--- config.mk ---
export PLATFORM = sky130hd
export DESIGN_NAME = cache_mem_arbiter
export DESIGN_NICKNAME = d
export VERILOG_FILES = /design/src/rtl/cache_mem_arbiter.sv
export SDC_FILE = /design/constraint.sdc
export NUM_CORES = 2
export LEC_CHECK = 0
export ABC_AREA = 1
export BUFFER_PORTS_ARGS = -buffer_cell sky130_fd_sc_hd__buf_2
export CORE_AREA = 4 4 542 544
export DETAILED_ROUTE_END_ITERATION = 10
export DIE_AREA = 0 0 546 548
export PLACE_DENSITY = 0.37
export SYNTH_ARGS = -nofsm -noshare
export SYNTH_HDL_FRONTEND = slang
export SYNTH_SLANG_ARGS = --single-unit
export TNS_END_PERCENT = 5
--- constraint.sdc ---
create_clock -name clk -period 1.73 [get_ports clk]
set_input_delay 0.346 -clock clk [delete_from_list [all_inputs] [get_ports clk]]
set_output_delay 0.346 -clock clk [all_outputs]
set_load 0.02 [all_outputs]
--- src/rtl/cache_mem_arbiter.sv ---
`default_nettype none
// ============================================================================
// Module      : cache_mem_arbiter
// Description : Shares one line-wide memory port between the instruction
//               cache (reads only) and the data cache (reads and write-backs).
//               The arbiter grants one requester, latches its request and
//               drives memory until mem_resp. It then returns the line and a
//               one-cycle response pulse to that requester only.
// Revision    : 1.0 - initial release
// ============================================================================
module cache_mem_arbiter #(
    parameter int LINE_W   = 256,
    parameter int ADDR_W   = 32,
    parameter int OFFSET_W = 5
) (
    input  logic              clk,
    input  logic              rst_n,
    // instruction cache side
    input  logic              i_read,
    input  logic [ADDR_W-1:0] i_addr,
    output logic [LINE_W-1:0] i_rdata,
    output logic              i_resp,
    // data cache side
    input  logic              d_read,
    input  logic              d_write,
    input  logic [ADDR_W-1:0] d_addr,
    input  logic [LINE_W-1:0] d_wdata,
    output logic [LINE_W-1:0] d_rdata,
    output logic              d_resp,
    // physical memory side
    output logic              mem_read,
    output logic              mem_write,
    output logic [ADDR_W-1:0] mem_addr,
    output logic [LINE_W-1:0] mem_wdata,
    input  logic [LINE_W-1:0] mem_rdata,
    input  logic              mem_resp
);

    // Clears the byte-offset bits so memory always sees a line-aligned address.
    localparam logic [ADDR_W-1:0] c_align_mask =
        {{(ADDR_W-OFFSET_W){1'b1}}, {OFFSET_W{1'b0}}};

    typedef enum logic [1:0] {
        ST_IDLE  = 2'd0,
        ST_SERVE = 2'd1,
        ST_RESP  = 2'd2
    } state_t;

    state_t r_state;
    logic   r_grant_d;   // 1: data cache owns the current transaction
    logic   r_last_d;    // 1: last grant went to the data cache

    logic   w_i_pend;
    logic   w_d_pend;
    logic   w_pick_d;

    assign w_i_pend = i_read;
    assign w_d_pend = d_read | d_write;
    // Round-robin: a lone requester always wins; on a tie the one that was
    // not served last wins.
    assign w_pick_d = w_d_pend & (~w_i_pend | ~r_last_d);

    // Arbitration FSM; every output is a register updated here.
    always_ff @(posedge clk) begin
        if (!rst_n) begin
            r_state   <= ST_IDLE;
            r_grant_d <= 1'b0;
            r_last_d  <= 1'b0;
            i_rdata   <= '0;
            i_resp    <= 1'b0;
            d_rdata   <= '0;
            d_resp    <= 1'b0;
            mem_read  <= 1'b0;
            mem_write <= 1'b0;
            mem_addr  <= '0;
            mem_wdata <= '0;
        end else begin
            case (r_state)
                ST_IDLE: begin
                    if (w_i_pend || w_d_pend) begin
                        r_grant_d <= w_pick_d;
                        r_last_d  <= w_pick_d;
                        if (w_pick_d) begin
                            mem_addr <= d_addr & c_align_mask;
                            // A simultaneous read and write is a write-back.
                            if (d_write) begin
                                mem_write <= 1'b1;
                                mem_wdata <= d_wdata;
                            end else begin
                                mem_read  <= 1'b1;
                            end
                        end else begin
                            mem_addr <= i_addr & c_align_mask;
                            mem_read <= 1'b1;
                        end
                        r_state <= ST_SERVE;
                    end
                end
                ST_SERVE: begin
                    if (mem_resp) begin
                        mem_read  <= 1'b0;
                        mem_write <= 1'b0;
                        // Only reads update the requester's line register.
                        if (mem_read) begin
                            if (r_grant_d) begin
                                d_rdata <= mem_rdata;
                            end else begin
                                i_rdata <= mem_rdata;
                            end
                        end
                        if (r_grant_d) begin
                            d_resp <= 1'b1;
                        end else begin
                            i_resp <= 1'b1;
                        end
                        r_state <= ST_RESP;
                    end
                end
                ST_RESP: begin
                    i_resp  <= 1'b0;
                    d_resp  <= 1'b0;
                    r_state <= ST_IDLE;
                end
                default: begin
                    r_state <= ST_IDLE;
                end
            endcase
        end
    end

endmodule
`default_nettype wire

# ---- Yosys cells after proc, flatten, opt, wreduce, memory -nomap -nowiden
# Cells that the tools add are included.
dict set report word_totals {
  reg_bits 807
  latch_bits 0
  ram_bits 0
  romBits 0
  out_inout_bits 804
  word_cells 56
  n_memories 0
}
dict set report op_classes {
  n_addsub 0
  mul 0
  div 0
  n_lt_le_gt_ge 0
  n_eq_ne 9
  shift 0
  mux 19
  bitwise 5
  n_reduce_logical 13
}
# cell count
set ops {}
lappend ops {{$mux 32} 1}
lappend ops {{$reduce_and 4->1} 4}
lappend ops {{$ne 2x2->1 const B} 6}
lappend ops {{$mux 1} 11}
lappend ops {{$pmux 1 s2} 4}
lappend ops {{$reduce_and 3->1} 2}
lappend ops {{$reduce_and 5->1} 1}
lappend ops {{$mux 2} 2}
lappend ops {{$pmux 2 s2} 1}
lappend ops {{$reduce_and 2->1} 2}
lappend ops {{$reduce_bool 2->1} 2}
lappend ops {{$ne 3x3->1 const B} 1}
lappend ops {{$eq 2x1->1 const B} 1}
lappend ops {{$eq 2x2->1 const B} 1}
lappend ops {{$logic_not 2->1} 1}
lappend ops {{$not 1->1} 2}
lappend ops {{$or 1x1->1} 2}
lappend ops {{$and 1x1->1} 1}
lappend ops {{$logic_or 1x1->1} 1}

# ---- Logic depth before layout (Yosys ltp)
dict set report depth {
  word_depth 6
  ltp_mapped 9
  depth_no_buf 7
}

# ---- Worst setup path after synthesis
# No wires, ideal clock.
dict set report synth_path {
  kind {register to register}
  start {reg mem_read}
  end {reg i_rdata[183]}
  arrival_time_ns 1.272
  setup_slack_ns 0.342
  path_stages_with_launch 8
  n_path_buf 2
  synth_period_minus_slack_ns 1.388
  path_cell_list {dfxtp_1 > nand2_1 > inv_1 > nand2_2 > buf_4 > clkbuf_1 > o21ai_0 > nor2_1}
}
dict set report synth_between {
  elab_chain_cells 1
}
# element line
set synth_rtl {}
lappend synth_rtl {{start, declared} 31} ;# output logic mem_read,
lappend synth_rtl {{start signal, assigned} 73} ;# mem_read <= 1'b0;
lappend synth_rtl {{start signal, assigned} 90} ;# mem_read <= 1'b1;
lappend synth_rtl {{start signal, assigned} 94} ;# mem_read <= 1'b1;
lappend synth_rtl {{$reduce_and 4->1 (no source line)} --}
lappend synth_rtl {{end signal, assigned} 108} ;# i_rdata <= mem_rdata;
lappend synth_rtl {{end, declared} 21} ;# output logic [LINE_W-1:0] i_rdata,
# No other way between the ends.
# A chain may end at the register's enable or synchronous reset.

# ---- Worst setup path after layout
dict set report layout_path {
  start {reg mem_read}
  end {reg d_rdata[247]}
}
dict set report layout_between {
  elab_chain_cells 1
}
# element line
set layout_rtl {}
lappend layout_rtl {{$reduce_and 4->1 (no source line)} --}
lappend layout_rtl {{end signal, assigned} 106} ;# d_rdata <= mem_rdata;
lappend layout_rtl {{end, declared} 28} ;# output logic [LINE_W-1:0] d_rdata,
# No other way between the ends.

==> run metrics <==
outcome complete, but fails checks; failing checks setup timing; Ys Warns 0; Total Wirelength between 200 and 250 mm; EDFF count, synth 0; Setup Viol. Count Final 33; pre-CTS WS -0.209 ns; initial antenna violation count approximately 130; final worst-path cycle share 103%; family with the most delay on the worst path buffers and inverters; Worst-Skew Late Latency about 0.83 ns; CTS H-tree lvls 3; Crit Path Category reg2reg; largest cells by area after synthesis dfxtp_1 57%, nor2_1 15%, o21ai_0 14%; DR vias roughly 33k; Synth top area share 56.9%; root buf cell clkbuf_16; CP max stage cell dfxtp_2; most used cell, CP nor2_1; Final Worst Setup Slack -0.0547 ns; Logic pwr share ~18%; Worst Max-Slew Pin Slew around 0.61 ns; Syn Std Cell Area about 0.028 mm2; cell taking the most area after synthesis dfxtp_1; hpwl dp 163 mm; Startpoint Class flip-flop; r2r worst-path depth 8; vias in the first global route approximately 33k; Final Max Tran Viols 0; Placer Congestion approximately 0.95; Max-Cap Viols 0; post-synthesis cell count between 3k and 4k; Layout Area Growth over Synthesis 93.0%; CP Cell Sequence nand2_1 > buf_4 > nor2_4 > clkinv_8 > buf_16 > buf_8 > nor2_1 > nor2_1; nets@finish just over 6k; synth cell count leaders 1112 x nor2_1, 802 x dfxtp_1, 762 x o21ai_0; Clk pin slew, worst setup/hold paths 0.06 ns; Hold EP mem_wdata[71]; Inserted Clock Buffers 106; die height roughly 550 um; first-pass GRT wire length between 200 and 300 mm; hold path depth 4; gr usage total around 13%; RSZ-0062 raised after global routing yes; CTS tree done; max incr delay on CP 0.34 ns; Die X-Extent 546 um; FMAX between 500 and 600 MHz; antenna-violating nets left 0; top-level port count around 1.4k; port bufs approximately 1.4k; Via-to-Cell Ratio 3.43; share of layout cells above drive strength 1 a little under two fifths; DRC viols 0; gr ovfl total 0; Crit. End Element flip-flop; Placeable Area a little under 0.3 mm2; clock sink count ~800; post-synthesis sequential area ratio between 50 and 60%; initial detailed-routing violation count between 1.5k and 2k; fillers roughly 33k; crit-path max FO 27; main flop type after synthesis dfxtp_1; sw power around 15 mW; Core Rows 198; Core Util, Final approximately a fifth; Die ar. between 0.2 and 0.3 mm2; switching part of the total between 20% and 30%; post-synth cell types 22; Clock Power Share 43.1%; initial core utilization 9.75%; final hold slack approximately 0.08 ns; worst path bufs/invs 4; sequential share of power between 30% and 40%; peak supply drop ~0.00066 V; Rel. slew slack 58.6%; 1st-pass router iterations 5; class of the worst hold path in2reg; routed wire length per instance about 21 um; min-delay src d_wdata[71]; Synth Area per Inst just under 8 um2; Power Internal 36.9 mW; Worst EP arrival 2.46 ns; worst path required time roughly 2.4 ns; r2r setup slk -0.05 ns; Tmin final between 1.5 and 2 ns; FFs w/ async S/R, synth 0%; Worst Skew ~0.061 ns; PD cells approximately 950 mW/mm2; origin of the critical flop-to-flop path mem_read; flop and latch count out of synthesis between 800 and 900; final hold vios 0; RR Endpoint d_rdata[247]; largest net degree at the start of global routing between 70 and 80; DP Area 0.0410 mm2; Max Root-Sink Buffers 4; post-route cell area ~0.054 mm2; leakage power between 20 and 25 nW; most common cell in the netlist nor2_1
worst max-delay path by stage:
| stage | start | endpoint | slack (ns) | cells after the start |
|---|---|---|---|---|
| 2_1_floorplan | mem_read | i_rdata[183] | 0.34 | 7 |
| 3_3_place_gp | mem_resp | d_rdata[99] | -0.19 | 8 |
| 3_5_place_dp | mem_resp | d_rdata[138] | -0.21 | 8 |
| 4_1_cts | mem_wdata[72] | mem_wdata[72] | -0.1 | 1 |
| 5_1_grt | r_state[0] | d_rdata[218] | -0.13 | 8 |
| 6_report | mem_read | d_rdata[247] | -0.05 | 8 |
routing by layer:
metal  part of all wire, %  global-route usage, %
met5                  0.25                      0
met4                   2.7                   3.26
met3                   8.6                   4.16
met2                    43                   19.7
met1                    45                   16.8
state kept, by name, indices dropped and copies added, names as in the netlist:
signal,cells
i_rdata,256
mem_wdata,256
d_resp,1
d_rdata,256
r_last_d,1
mem_write,1
mem_addr,27
r_state,2
mem_read,1
i_resp,1
placed cells by master (no fill, tap or decap), types with 2 or more instances in the layout:
master | synthesis | final
nor2_1 | 1112 | 1095
o21ai_0 | 762 | 746
buf_2 | 118 | 731
dlygate4sd3_1 | 0 | 567
dfxtp_1 | 802 | 451
buf_4 | 9 | 442
buf_6 | 6 | 327
dfxtp_2 | 0 | 320
inv_1 | 293 | 291
a21oi_1 | 259 | 259
clkbuf_16 | 0 | 114
nand2_1 | 74 | 74
buf_12 | 0 | 65
o21ai_1 | 34 | 50
dfxtp_4 | 0 | 31
diode_2 | 0 | 26
clkbuf_8 | 0 | 24
buf_8 | 0 | 22
clkbuf_1 | 139 | 21
nor2_4 | 1 | 16
clkinv_2 | 0 | 16
buf_16 | 0 | 9
bufinv_16 | 0 | 6
clkbuf_4 | 0 | 6
conb_1 | 1 | 5
clkinv_8 | 0 | 4
clkinv_4 | 0 | 4
inv_6 | 0 | 4
clkinvlp_4 | 0 | 4
nor2_2 | 1 | 3
nand3_4 | 0 | 2
area by class of cell:
| class | count | area, um2 | area share [%] |
|---|---|---|---|
| Tap cell | 3800 | 4750 | 8.73 |
| Sequential cell | 802 | 16600 | 30.4 |
| Inverter | 294 | 1130 | 2.07 |
| Clock buffer | 151 | 3060 | 5.62 |
| Multi-Input combinational cell | 2256 | 9980 | 18.3 |
| Timing Repair Buffer | 2177 | 18500 | 33.9 |
| Clock inverter | 38 | 443 | 0.813 |
| Antenna cell | 26 | 65.1 | 0.119 |
logic make-up after synthesis:
family                 count (synthesis)  synth area share (%)
AOI/OAI and AO/OA                   1057                  18.8
buffers and inverters                567                  8.34
DFF                                  802                  56.9
other                                  1                0.0133
and+or+nand+nor                     1194                  16.0
through the flow:
| stage | setup TNS (ns) | total power, mW | instances |
|---|---|---|---|
| after floorplan | 0 | 23.7 | 3625 |
| after global placement | -31.81 | 27.5 | 8742 |
| after detailed placement | -38.83 | 27.6 | 8742 |
| after CTS | -14.51 | 52.5 | 9499 |
| after global routing | -11.46 | 54.2 | 9527 |
| final | -0.442 | 51.9 | 9544 |
power groups by stage:
stage	sequential (mW)	combinational, mW	clock, mW
finish	20.3	9.21	22.4
CTS	20.3	9.01	23.2
floorplan	21.6	2.05	0
global placement	20.5	7.09	0
detailed placement	20.5	7.10	0
global route	20.4	9.89	23.9
worst reg2reg max path, delay by kind of cell (launching register included):
kind / cells / cell delay (ns)
buffers and inverters: 4 / 0.83
and+or+nand+nor: 4 / 0.53
DFF: 1 / 0.34
repair_timing:
action,CTS,global route
gates resized for setup,942,696
buffers inserted,0,8
hold endpoints to repair,796,0
endpoints found under the setup margin,786,870
gates cloned,1,11
hold buffers,567,0
(Power assumes the default switching activity.)
